<file path="src/rtl/ahb_rambus_bridge_pkg.sv">
// Shared types and constants for the AHB-Lite to RamBus bridge.
// State encoding, AHB transfer/response codes and default RamBus widths.
package ahb_rambus_bridge_pkg;

  localparam int RAMBUS_ADDR_W = 10;
  localparam int RAMBUS_DATA_W = 16;

  localparam logic [1:0] HTRANS_IDLE   = 2'b00;
  localparam logic [1:0] HTRANS_BUSY   = 2'b01;
  localparam logic [1:0] HTRANS_NONSEQ = 2'b10;
  localparam logic [1:0] HTRANS_SEQ    = 2'b11;

  localparam logic HRESP_OKAY  = 1'b0;
  localparam logic HRESP_ERROR = 1'b1;

  localparam logic [2:0] HSIZE_BYTE = 3'b000;

  typedef enum logic [2:0] {
    ST_IDLE,
    ST_SETUP,
    ST_STROBE,
    ST_HOLD,
    ST_DONE,
    ST_ERR1,
    ST_ERR2
  } state_e;

  // NONSEQ and SEQ carry a real transfer; IDLE and BUSY never start a RamBus cycle.
  function automatic logic htrans_active(input logic [1:0] htrans);
    logic act;
    case (htrans)
      HTRANS_NONSEQ, HTRANS_SEQ: act = 1'b1;
      HTRANS_IDLE, HTRANS_BUSY:  act = 1'b0;
      default:                   act = 1'b0;
    endcase
    return act;
  endfunction

endpackage

</file>
<file path="src/rtl/ahb_rambus_bridge_if.sv">
// AHB-Lite slave-port signal bundle between the fabric master and the bridge.
// The master modport drives address/control/write data; the slave modport returns the response.
interface ahb_rambus_bridge_if;

  logic        HSEL;
  logic [31:0] HADDR;
  logic [1:0]  HTRANS;
  logic        HWRITE;
  logic [2:0]  HSIZE;
  logic [31:0] HWDATA;
  logic        HREADY;
  logic [31:0] HRDATA;
  logic        HREADYOUT;
  logic        HRESP;

  modport master (
    output HSEL, HADDR, HTRANS, HWRITE, HSIZE, HWDATA, HREADY,
    input  HRDATA, HREADYOUT, HRESP
  );

  modport slave (
    input  HSEL, HADDR, HTRANS, HWRITE, HSIZE, HWDATA, HREADY,
    output HRDATA, HREADYOUT, HRESP
  );

endinterface

</file>
<file path="src/rtl/ahb_rambus_bridge.sv">
// AHB-Lite responder turning each accepted transfer into one timed RamBus cycle (all outputs registered).
// Data phase lasts STROBE_CYCLES+3 cycles with HREADYOUT low for all but the last; byte writes get a 2-cycle ERROR.
module ahb_rambus_bridge
  import ahb_rambus_bridge_pkg::*;
#(
  parameter int ADDR_W        = RAMBUS_ADDR_W,
  parameter int DATA_W        = RAMBUS_DATA_W,
  parameter int STROBE_CYCLES = 2
) (
  input  logic                  clk,
  input  logic                  rst,
  ahb_rambus_bridge_if.slave    ahb,
  output logic [ADDR_W-1:0]     RamBusAddress,
  output logic [DATA_W-1:0]     RamBusDataOut,
  input  logic [DATA_W-1:0]     RamBusDataIn,
  output logic                  RamBusDataOe,
  output logic                  RamBusnCs,
  output logic                  RamBusWE,
  output logic                  RamBusOE
);

  localparam logic [3:0] STROBE_LAST = 4'(STROBE_CYCLES - 1);

  state_e              state_q,     state_d;
  logic [3:0]          cnt_q,       cnt_d;
  logic                write_q,     write_d;
  logic [ADDR_W-1:0]   addr_q,      addr_d;
  logic [DATA_W-1:0]   dout_q,      dout_d;
  logic                doe_q,       doe_d;
  logic                ncs_q,       ncs_d;
  logic                we_q,        we_d;
  logic                oe_q,        oe_d;
  logic                hreadyout_q, hreadyout_d;
  logic                hresp_q,     hresp_d;
  logic [31:0]         hrdata_q,    hrdata_d;

  logic accept;
  logic is_err;
  logic unused_ok;

  // Only phases seen while we are ready count, so HTRANS churn during wait states is ignored.
  assign accept = hreadyout_q & ahb.HSEL & ahb.HREADY & htrans_active(ahb.HTRANS);
  assign is_err = ahb.HWRITE & (ahb.HSIZE == HSIZE_BYTE);

  assign unused_ok = ^{ahb.HADDR, ahb.HWDATA};

  always_comb begin
    state_d     = state_q;
    cnt_d       = cnt_q;
    write_d     = write_q;
    addr_d      = addr_q;
    dout_d      = dout_q;
    doe_d       = doe_q;
    ncs_d       = ncs_q;
    we_d        = 1'b0;
    oe_d        = 1'b0;
    hreadyout_d = hreadyout_q;
    hresp_d     = hresp_q;
    hrdata_d    = hrdata_q;

    case (state_q)
      ST_IDLE, ST_DONE, ST_ERR2: begin
        if (accept && is_err) begin
          state_d     = ST_ERR1;
          ncs_d       = 1'b1;
          doe_d       = 1'b0;
          hreadyout_d = 1'b0;
          hresp_d     = HRESP_ERROR;
        end else if (accept) begin
          state_d     = ST_SETUP;
          addr_d      = ahb.HADDR[ADDR_W+1:2];
          write_d     = ahb.HWRITE;
          ncs_d       = 1'b0;
          doe_d       = ahb.HWRITE;
          hreadyout_d = 1'b0;
          hresp_d     = HRESP_OKAY;
        end else begin
          state_d     = ST_IDLE;
          ncs_d       = 1'b1;
          doe_d       = 1'b0;
          hreadyout_d = 1'b1;
          hresp_d     = HRESP_OKAY;
        end
      end

      ST_SETUP: begin
        // HWDATA is only valid in the data phase, so it is latched here, ahead of WE.
        if (write_q) begin
          dout_d = ahb.HWDATA[DATA_W-1:0];
        end
        state_d = ST_STROBE;
        cnt_d   = STROBE_LAST;
        we_d    = write_q;
        oe_d    = ~write_q;
      end

      ST_STROBE: begin
        if (cnt_q == 4'd0) begin
          state_d = ST_HOLD;
          if (!write_q) begin
            hrdata_d               = '0;
            hrdata_d[DATA_W-1:0]   = RamBusDataIn;
          end
        end else begin
          cnt_d = cnt_q - 4'd1;
          we_d  = write_q;
          oe_d  = ~write_q;
        end
      end

      ST_HOLD: begin
        state_d     = ST_DONE;
        ncs_d       = 1'b1;
        doe_d       = 1'b0;
        hreadyout_d = 1'b1;
        hresp_d     = HRESP_OKAY;
      end

      ST_ERR1: begin
        state_d     = ST_ERR2;
        hreadyout_d = 1'b1;
        hresp_d     = HRESP_ERROR;
      end

      default: begin
        state_d     = ST_IDLE;
        ncs_d       = 1'b1;
        doe_d       = 1'b0;
        hreadyout_d = 1'b1;
        hresp_d     = HRESP_OKAY;
      end
    endcase
  end

  always_ff @(posedge clk) begin
    if (rst) begin
      state_q     <= ST_IDLE;
      cnt_q       <= 4'd0;
      write_q     <= 1'b0;
      addr_q      <= '0;
      dout_q      <= '0;
      doe_q       <= 1'b0;
      ncs_q       <= 1'b1;
      we_q        <= 1'b0;
      oe_q        <= 1'b0;
      hreadyout_q <= 1'b1;
      hresp_q     <= HRESP_OKAY;
      hrdata_q    <= '0;
    end else begin
      state_q     <= state_d;
      cnt_q       <= cnt_d;
      write_q     <= write_d;
      addr_q      <= addr_d;
      dout_q      <= dout_d;
      doe_q       <= doe_d;
      ncs_q       <= ncs_d;
      we_q        <= we_d;
      oe_q        <= oe_d;
      hreadyout_q <= hreadyout_d;
      hresp_q     <= hresp_d;
      hrdata_q    <= hrdata_d;
    end
  end

  assign ahb.HRDATA    = hrdata_q;
  assign ahb.HREADYOUT = hreadyout_q;
  assign ahb.HRESP     = hresp_q;

  assign RamBusAddress = addr_q;
  assign RamBusDataOut = dout_q;
  assign RamBusDataOe  = doe_q;
  assign RamBusnCs     = ncs_q;
  assign RamBusWE      = we_q;
  assign RamBusOE      = oe_q;

  a_no_strobe_overlap: assert property (@(posedge clk) disable iff (rst) !(we_q && oe_q));
  a_strobe_needs_cs:   assert property (@(posedge clk) disable iff (rst) (we_q || oe_q) |-> !ncs_q);

endmodule

</file>
<file path="src/flat_wrapper.sv">
// flat-port wrapper written by rule: the top's interface ports become plain ports
module ahb_rambus_bridge_flat import ahb_rambus_bridge_pkg::*;
#(
  parameter int ADDR_W        = RAMBUS_ADDR_W,
  parameter int DATA_W        = RAMBUS_DATA_W,
  parameter int STROBE_CYCLES = 2
)
  (clk, rst, RamBusAddress, RamBusDataOut, RamBusDataIn, RamBusDataOe, RamBusnCs, RamBusWE, RamBusOE, ahb_HSEL, ahb_HADDR, ahb_HTRANS, ahb_HWRITE, ahb_HSIZE, ahb_HWDATA, ahb_HREADY, ahb_HRDATA, ahb_HREADYOUT, ahb_HRESP);
  ahb_rambus_bridge_if ahb_i ();
  input  logic clk;
  input  logic rst;
  output logic [ADDR_W-1:0] RamBusAddress;
  output logic [DATA_W-1:0] RamBusDataOut;
  input  logic [DATA_W-1:0] RamBusDataIn;
  output logic RamBusDataOe;
  output logic RamBusnCs;
  output logic RamBusWE;
  output logic RamBusOE;
  input wire logic [$bits(ahb_i.HSEL)-1:0] ahb_HSEL;
  input wire logic [$bits(ahb_i.HADDR)-1:0] ahb_HADDR;
  input wire logic [$bits(ahb_i.HTRANS)-1:0] ahb_HTRANS;
  input wire logic [$bits(ahb_i.HWRITE)-1:0] ahb_HWRITE;
  input wire logic [$bits(ahb_i.HSIZE)-1:0] ahb_HSIZE;
  input wire logic [$bits(ahb_i.HWDATA)-1:0] ahb_HWDATA;
  input wire logic [$bits(ahb_i.HREADY)-1:0] ahb_HREADY;
  output wire logic [$bits(ahb_i.HRDATA)-1:0] ahb_HRDATA;
  output wire logic [$bits(ahb_i.HREADYOUT)-1:0] ahb_HREADYOUT;
  output wire logic [$bits(ahb_i.HRESP)-1:0] ahb_HRESP;
  assign ahb_i.HSEL = ahb_HSEL;
  assign ahb_i.HADDR = ahb_HADDR;
  assign ahb_i.HTRANS = ahb_HTRANS;
  assign ahb_i.HWRITE = ahb_HWRITE;
  assign ahb_i.HSIZE = ahb_HSIZE;
  assign ahb_i.HWDATA = ahb_HWDATA;
  assign ahb_i.HREADY = ahb_HREADY;
  assign ahb_HRDATA = ahb_i.HRDATA;
  assign ahb_HREADYOUT = ahb_i.HREADYOUT;
  assign ahb_HRESP = ahb_i.HRESP;
  ahb_rambus_bridge #(.ADDR_W(ADDR_W), .DATA_W(DATA_W), .STROBE_CYCLES(STROBE_CYCLES)) u_core (.clk(clk), .rst(rst), .ahb(ahb_i), .RamBusAddress(RamBusAddress), .RamBusDataOut(RamBusDataOut), .RamBusDataIn(RamBusDataIn), .RamBusDataOe(RamBusDataOe), .RamBusnCs(RamBusnCs), .RamBusWE(RamBusWE), .RamBusOE(RamBusOE));
endmodule
</file>
<file path="config.mk">
export PLATFORM = sky130hd
export DESIGN_NAME = ahb_rambus_bridge_flat
export DESIGN_NICKNAME = d
export VERILOG_FILES = /design/src/rtl/ahb_rambus_bridge_pkg.sv /design/src/rtl/ahb_rambus_bridge_if.sv /design/src/rtl/ahb_rambus_bridge.sv /design/src/flat_wrapper.sv
export SDC_FILE = /design/constraint.sdc
export NUM_CORES = 1
export LEC_CHECK = 0
export ABC_AREA = 1
export ABC_CLOCK_PERIOD_IN_PS = 1550
export BUFFER_PORTS_ARGS = -buffer_cell sky130_fd_sc_hd__buf_2
export CAP_MARGIN = 15
export CORE_AREA = 2 2 93 95
export DETAILED_ROUTE_END_ITERATION = 12
export DIE_AREA = 0 0 95 97
export PLACE_DENSITY = 0.63
export SYNTH_ARGS = -nofsm -noshare
export SYNTH_HDL_FRONTEND = slang
export SYNTH_SLANG_ARGS = --single-unit
</file>
<file path="constraint.sdc">
create_clock -name clk -period 1.55 [get_ports clk]
set_clock_uncertainty 0.1 [all_clocks]
set_input_delay 0.155 -clock clk [delete_from_list [all_inputs] [get_ports clk]]
set_output_delay 0.155 -clock clk [all_outputs]
set_load 0.03 [all_outputs]
</file>
# Word level (Yosys, flattened, before mapping)
# Cells that the tools add are included.
dict set report word_totals {
  reg_bits 56
  mem_count 0
  latchBits 0
  ram_bits 0
  romBits 0
  in_bits 90
  out_inout_bits 64
  word_cells 66
}
dict set report classes {
  eq_ne 11
  n_reduce_logical 15
  bitwise_logic 6
  n_addsub 1
  magnitude_cmp 0
  n_mux 21
  n_shift 0
  multipliers 0
  div 0
}
# op count
set ops {}
lappend ops {{3-bit case mux with 5 select lines} 1}
lappend ops {{1-bit case mux with 2 select lines} 6}
lappend ops {{3-bit == test, second input constant} 3}
lappend ops {{1-bit two-way mux} 9}
lappend ops {{4-bit case mux with 2 select lines} 1}
lappend ops {{3-bit by 2-bit == test with 1-bit output, second input constant} 2}
lappend ops {{3-bit logical NOT} 2}
lappend ops {{3-bit two-way mux} 2}
lappend ops {{3-bit AND reduction} 2}
lappend ops {{2-bit OR reduction} 3}
lappend ops {{3-bit OR reduction} 2}
lappend ops {{1-bit AND} 4}
lappend ops {{2-bit == test, second input constant} 2}
lappend ops {{4-bit logical NOT} 1}
lappend ops {{4-bit two-way mux} 1}
lappend ops {{2-bit AND reduction} 2}
lappend ops {{4-bit by 1-bit subtractor with 4-bit output, second input constant} 1}
lappend ops {{3-bit by 1-bit == test with 1-bit output, second input constant} 1}
lappend ops {{1-bit case mux with 3 select lines} 1}
lappend ops {{2-bit by 1-bit == test with 1-bit output, second input constant} 1}
lappend ops {{2-bit logical NOT} 1}
lappend ops {{2-bit by 1-bit inequality test with 1-bit output, second input constant} 1}
lappend ops {{2-bit inequality test, second input constant} 1}
lappend ops {{1-bit NOT} 2}
lappend ops {{2 further kinds} 2}

# Depth between registers and ports, before layout
dict set report logic_depth {
  word_depth 7
  depth_mapped 8
  depth_no_buf 8
}

# Worst setup path before layout
# Ideal clock, no wire load.
dict set report synth_timing {
  kind {register to register}
  from {register u_core.hreadyout_q (netlist: u_core.ahb.HREADYOUT)}
  to {register u_core.addr_q[1] (netlist: u_core.RamBusAddress[1])}
  n_path_buf 1
  path_slack_ps 146
  t_arrival_ps 1172
  path_stages_with_launch 7
  period_less_slack_ps 1404
  required_time_ps 1318
  setup_ps 132
  path_cell_list {dfxtp_1 nand4_1 nor2_2 nand2_1 buf_2 nand2_1 a21oi_1}
}
dict set report synth_via {
  elab_chain_len 6
}
# item line_no
set synth_lines {}
lappend synth_lines {{start: declaration} ahb_rambus_bridge.sv:33} ;# logic hreadyout_q, hreadyout_d;
lappend synth_lines {{start signal: assignment} ahb_rambus_bridge.sv:159} ;# hreadyout_q <= hreadyout_d;
lappend synth_lines {{1-bit AND (*) (3 in a row)} ahb_rambus_bridge.sv:42} ;# assign accept = hreadyout_q & ahb.HSEL & ahb.HREADY & htrans_active(ahb.HTRANS);
lappend synth_lines {{1-bit logical AND} ahb_rambus_bridge.sv:63} ;# if (accept && is_err) begin
lappend synth_lines {{1-bit NOT (no source line)} -}
lappend synth_lines {{3-bit AND reduction (no source line) (*)} -}
lappend synth_lines {{end signal: assignment} ahb_rambus_bridge.sv:153} ;# addr_q <= addr_d;
lappend synth_lines {{end: declaration} ahb_rambus_bridge.sv:27} ;# logic [ADDR_W-1:0] addr_q, addr_d;
# Every way passes the cells marked *; elsewhere a longest branch is shown, timed or not.
# A chain may end at the register's enable or synchronous reset.

# Worst setup path after layout
dict set report layout_timing {
  from {register u_core.state_q[1]}
  to {register u_core.hrdata_q[0] (netlist: u_core.ahb.HRDATA[0])}
}
dict set report layout_via {
  elab_chain_len 2
}
# item line_no
set layout_lines {}
lappend layout_lines {{start: declaration} ahb_rambus_bridge.sv:24} ;# state_e state_q, state_d;
lappend layout_lines {{start signal: assignment} ahb_rambus_bridge.sv:150} ;# state_q <= state_d;
lappend layout_lines {{3-bit by 2-bit == test with 1-bit output} ahb_rambus_bridge.sv:61} ;# case (state_q)
lappend layout_lines {{3-bit AND reduction (no source line)} -}
lappend layout_lines {{end signal: assignment} ahb_rambus_bridge.sv:161} ;# hrdata_q <= hrdata_d;
lappend layout_lines {{end: declaration} ahb_rambus_bridge.sv:35} ;# logic [31:0] hrdata_q, hrdata_d;
# Every way passes these cells.

==> reports/summary.txt <==
CP Class = reg2reg
drt via density = 4.21
Fin Hold WS = 0.0148 ns
Sw Ratio = 29.5%
CP max stage delay = 0.38 ns
clock-pin slew on the worst setup and hold paths = 0.10 ns
sequential fraction of the synthesis area = 47.8%
P_leak = 1.70 nW
dpl ws = 0.106 ns
drt wl/cell = 10.5 um
setup slack after layout = 0.0928 ns
I/O pins = 154
Power per Cell Area = 893 nW/um^2
RePlAce Congestion = 0.721
maximum clock path buffer count = 2
initial antenna violation count = 0
initial cell density of the core = 28.8%
DRT Pass-1 Iters = 4
Logic pwr share = 19.9%
mapped cell area = 2340 sq um
total die area = 9220 sq um
CP required = 1.69 ns
largest net degree at the start of global routing = 33
Worst Setup Start Kind = flop
fraction of synthesized cell area in xor and xnor cells = 0%
Bufs and invs on worst path = 3
All-Layer GR Usage = 12.4%
crit path cell chain = inv_2, nor2_2, nand2_2, nor3_4, buf_12, clkbuf_16, nor2_1, nor2_1
H-tree depth = 2
CP delay by family, top = simple AND/OR/NAND/NOR gates
Routed Antenna Nets = 0
grt total ovfl = 0
Reg power frac = 52.0%
fmax = 0.686 GHz
hold crit path type = in2reg
vias in the first global route = 2130
period utilization = 94.0%
Synth Area in Compound Gates = 8.12%
endpoint class of the critical path = flop
Peak VDD IR = 311 uV
Final Hold Fails = 0
CTS root buffer = clkbuf_8
max-slew violations = 0
Final HPWL DP = 3.88 mm
CTS tree = built
P&R area growth vs syn = 41.4%
fin util = 40.7%
crit path time final = 1.46 ns
cts bufs inserted = 5
row cnt = 33
first-pass GRT wire length = 9.18 mm
fin nets = 540
maximum fanout along the worst path = 16
Chip Width = 95 um
largest family of logic cells by synthesized area = simple AND/OR/NAND/NOR gates
number of synthesized register bits = 56
Die H = 97 um
n_diodes = 0
Most common cell on crit path = nor2_1
Total Wirelength = 5.83 mm
Final Setup Violations = 0
Synth Area in Adders = 1.07%
Port Buf Inserts = 98
layout cells sized above 1 = 30.1%
MaxCap Viol Count = 0
CP max-delay cell = dfxtp_2
vias = 2331
clock power share = 28.1%
post-synthesis simple-gate area fraction = 29.0%
core area = 8130 sq um
Post-Syn Instances = 322
P_int = 2.09 mW
library cells used by synthesis = 23
status = completed
clk sinks = 56
mux cell area share after synthesis = 0%
initial drt markers = 81
CP arrival = 1.60 ns
clock latency on the worst-skew pair = 0.31 ns
Ys Warns = 0
Avg Inst Size Synth = 7.28 sq um
DRC errors left = 0
P_sw = 872 uW
Setup TNS Final = 0 ns
==> tightest hold or removal path: stages <==
cell and delay (ns):
buf_2 0.10, nand3_1 0.07, a21oi_1 0.06
==> cell type report <==
class	instances	area [sq um]
sequential	56	1120
inverter	31	119
clock inverter	2	10.0
clock buffer	6	82.6
multi-input combinational	220	963
tap	105	131
fill	846	4820
timing repair buffer	134	885
==> cell usage after synthesis <==
| cell | number | share of area, % |
|---|---|---|
| buf_4 | 17 | 5.4 |
| nor3_4 | 1 | 0.69 |
| clkbuf_1 | 3 | 0.48 |
| nor2_4 | 1 | 0.48 |
| buf_2 | 6 | 1.3 |
| nand4_1 | 2 | 0.53 |
| inv_2 | 3 | 0.48 |
| inv_1 | 28 | 4.5 |
| buf_1 | 1 | 0.16 |
| o21ai_0 | 19 | 4.1 |
| o21ai_1 | 1 | 0.21 |
| nor2_1 | 72 | 12 |
| a21oi_1 | 18 | 3.8 |
| nand3_1 | 16 | 3.4 |
| nor3_1 | 4 | 0.85 |
| nor2_2 | 3 | 0.80 |
| buf_6 | 3 | 1.4 |
| conb_1 | 1 | 0.16 |
| ha_1 | 2 | 1.1 |
| nand2_2 | 2 | 0.53 |
| nand2_1 | 62 | 9.9 |
| dfxtp_1 | 56 | 48 |
| or2_2 | 1 | 0.27 |
==> sequential cells by signal, summed over array words and instances, names as in the netlist, 3 cells and up <==
signal and flops:
u_core.cnt_q 4, u_core.RamBusAddress 10, u_core.RamBusDataOut 16, u_core.ahb.HRDATA 16, u_core.state_q 3
==> power by group through the flow <==
stage / clock [mW] / sequential [mW] / combinational, mW
after global routing: 0.923 / 1.55 / 0.654
after global placement: 0 / 1.57 / 0.506
after detailed placement: 0 / 1.57 / 0.511
after floorplan: 0 / 1.67 / 0.289
after CTS: 0.898 / 1.54 / 0.558
final: 0.833 / 1.54 / 0.588
==> cells in the final DEF (no fill, tap or decap), types with 3 or more instances in the layout <==
| cell | netlist | layout |
|---|---|---|
| a21oi_1 | 18 | 18 |
| buf_2 | 6 | 98 |
| buf_4 | 17 | 7 |
| clkbuf_8 | 0 | 6 |
| conb_1 | 1 | 16 |
| dfxtp_1 | 56 | 54 |
| dlygate4sd3_1 | 0 | 24 |
| inv_1 | 28 | 27 |
| inv_2 | 3 | 3 |
| nand2_1 | 62 | 59 |
| nand2_2 | 2 | 5 |
| nand3_1 | 16 | 16 |
| nor2_1 | 72 | 72 |
| nor2_2 | 3 | 3 |
| nor3_1 | 4 | 4 |
| o21ai_0 | 19 | 19 |
==> stage by stage <==
stage                     area (sq um)  total power, mW  instances
after CTS                         3210             3.00        549
after global routing              3310             3.12        554
after floorplan                   2400             1.96        337
after detailed placement          2880             2.08        517
after global placement            2880             2.08        517
final                             3310             2.96        554
==> per-layer routing <==
metal  routed length (um)  track usage [%]  vias to the layer above
met3                  315             3.58                       10
met1                 2520             14.0                     1036
met5                    0                0                        -
li1                     -                -                     1214
met2                 2910             21.8                       71
met4                   94             4.35                        0
==> final timing paths <==
check                           start  depth (start not counted)                 endpoint  slack [ns]
setup / recovery    u_core.state_q[1]                          8     u_core.ahb.HRDATA[0]        0.09
hold / removal           ahb_HADDR[7]                          3  u_core.RamBusAddress[5]        0.01
setup reg to reg    u_core.state_q[1]                          8     u_core.ahb.HRDATA[0]        0.09
hold reg to reg   u_core.RamBusDataOe                          2      u_core.RamBusDataOe        0.36
==> kinds of logic (layout without fill, tap and decap cells) <==
logic type	count (synthesis)	in the layout
and+or+nand+nor	164	164
DFF	56	56
buffers and inverters	61	173
adders and majority gates	2	2
AOI/OAI and AO/OA	38	38
other	1	16
==> what timing repair did <==
| action | 4_1_cts | 5_1_grt |
|---|---|---|
| resized for setup | 0 | 9 |
| setup buffers | 0 | 3 |
| hold buffers | 24 | 0 |
| hold endpoints to repair | 24 | 0 |
| endpoints found under the setup margin | 0 | 33 |
(Power assumes the default switching activity.)
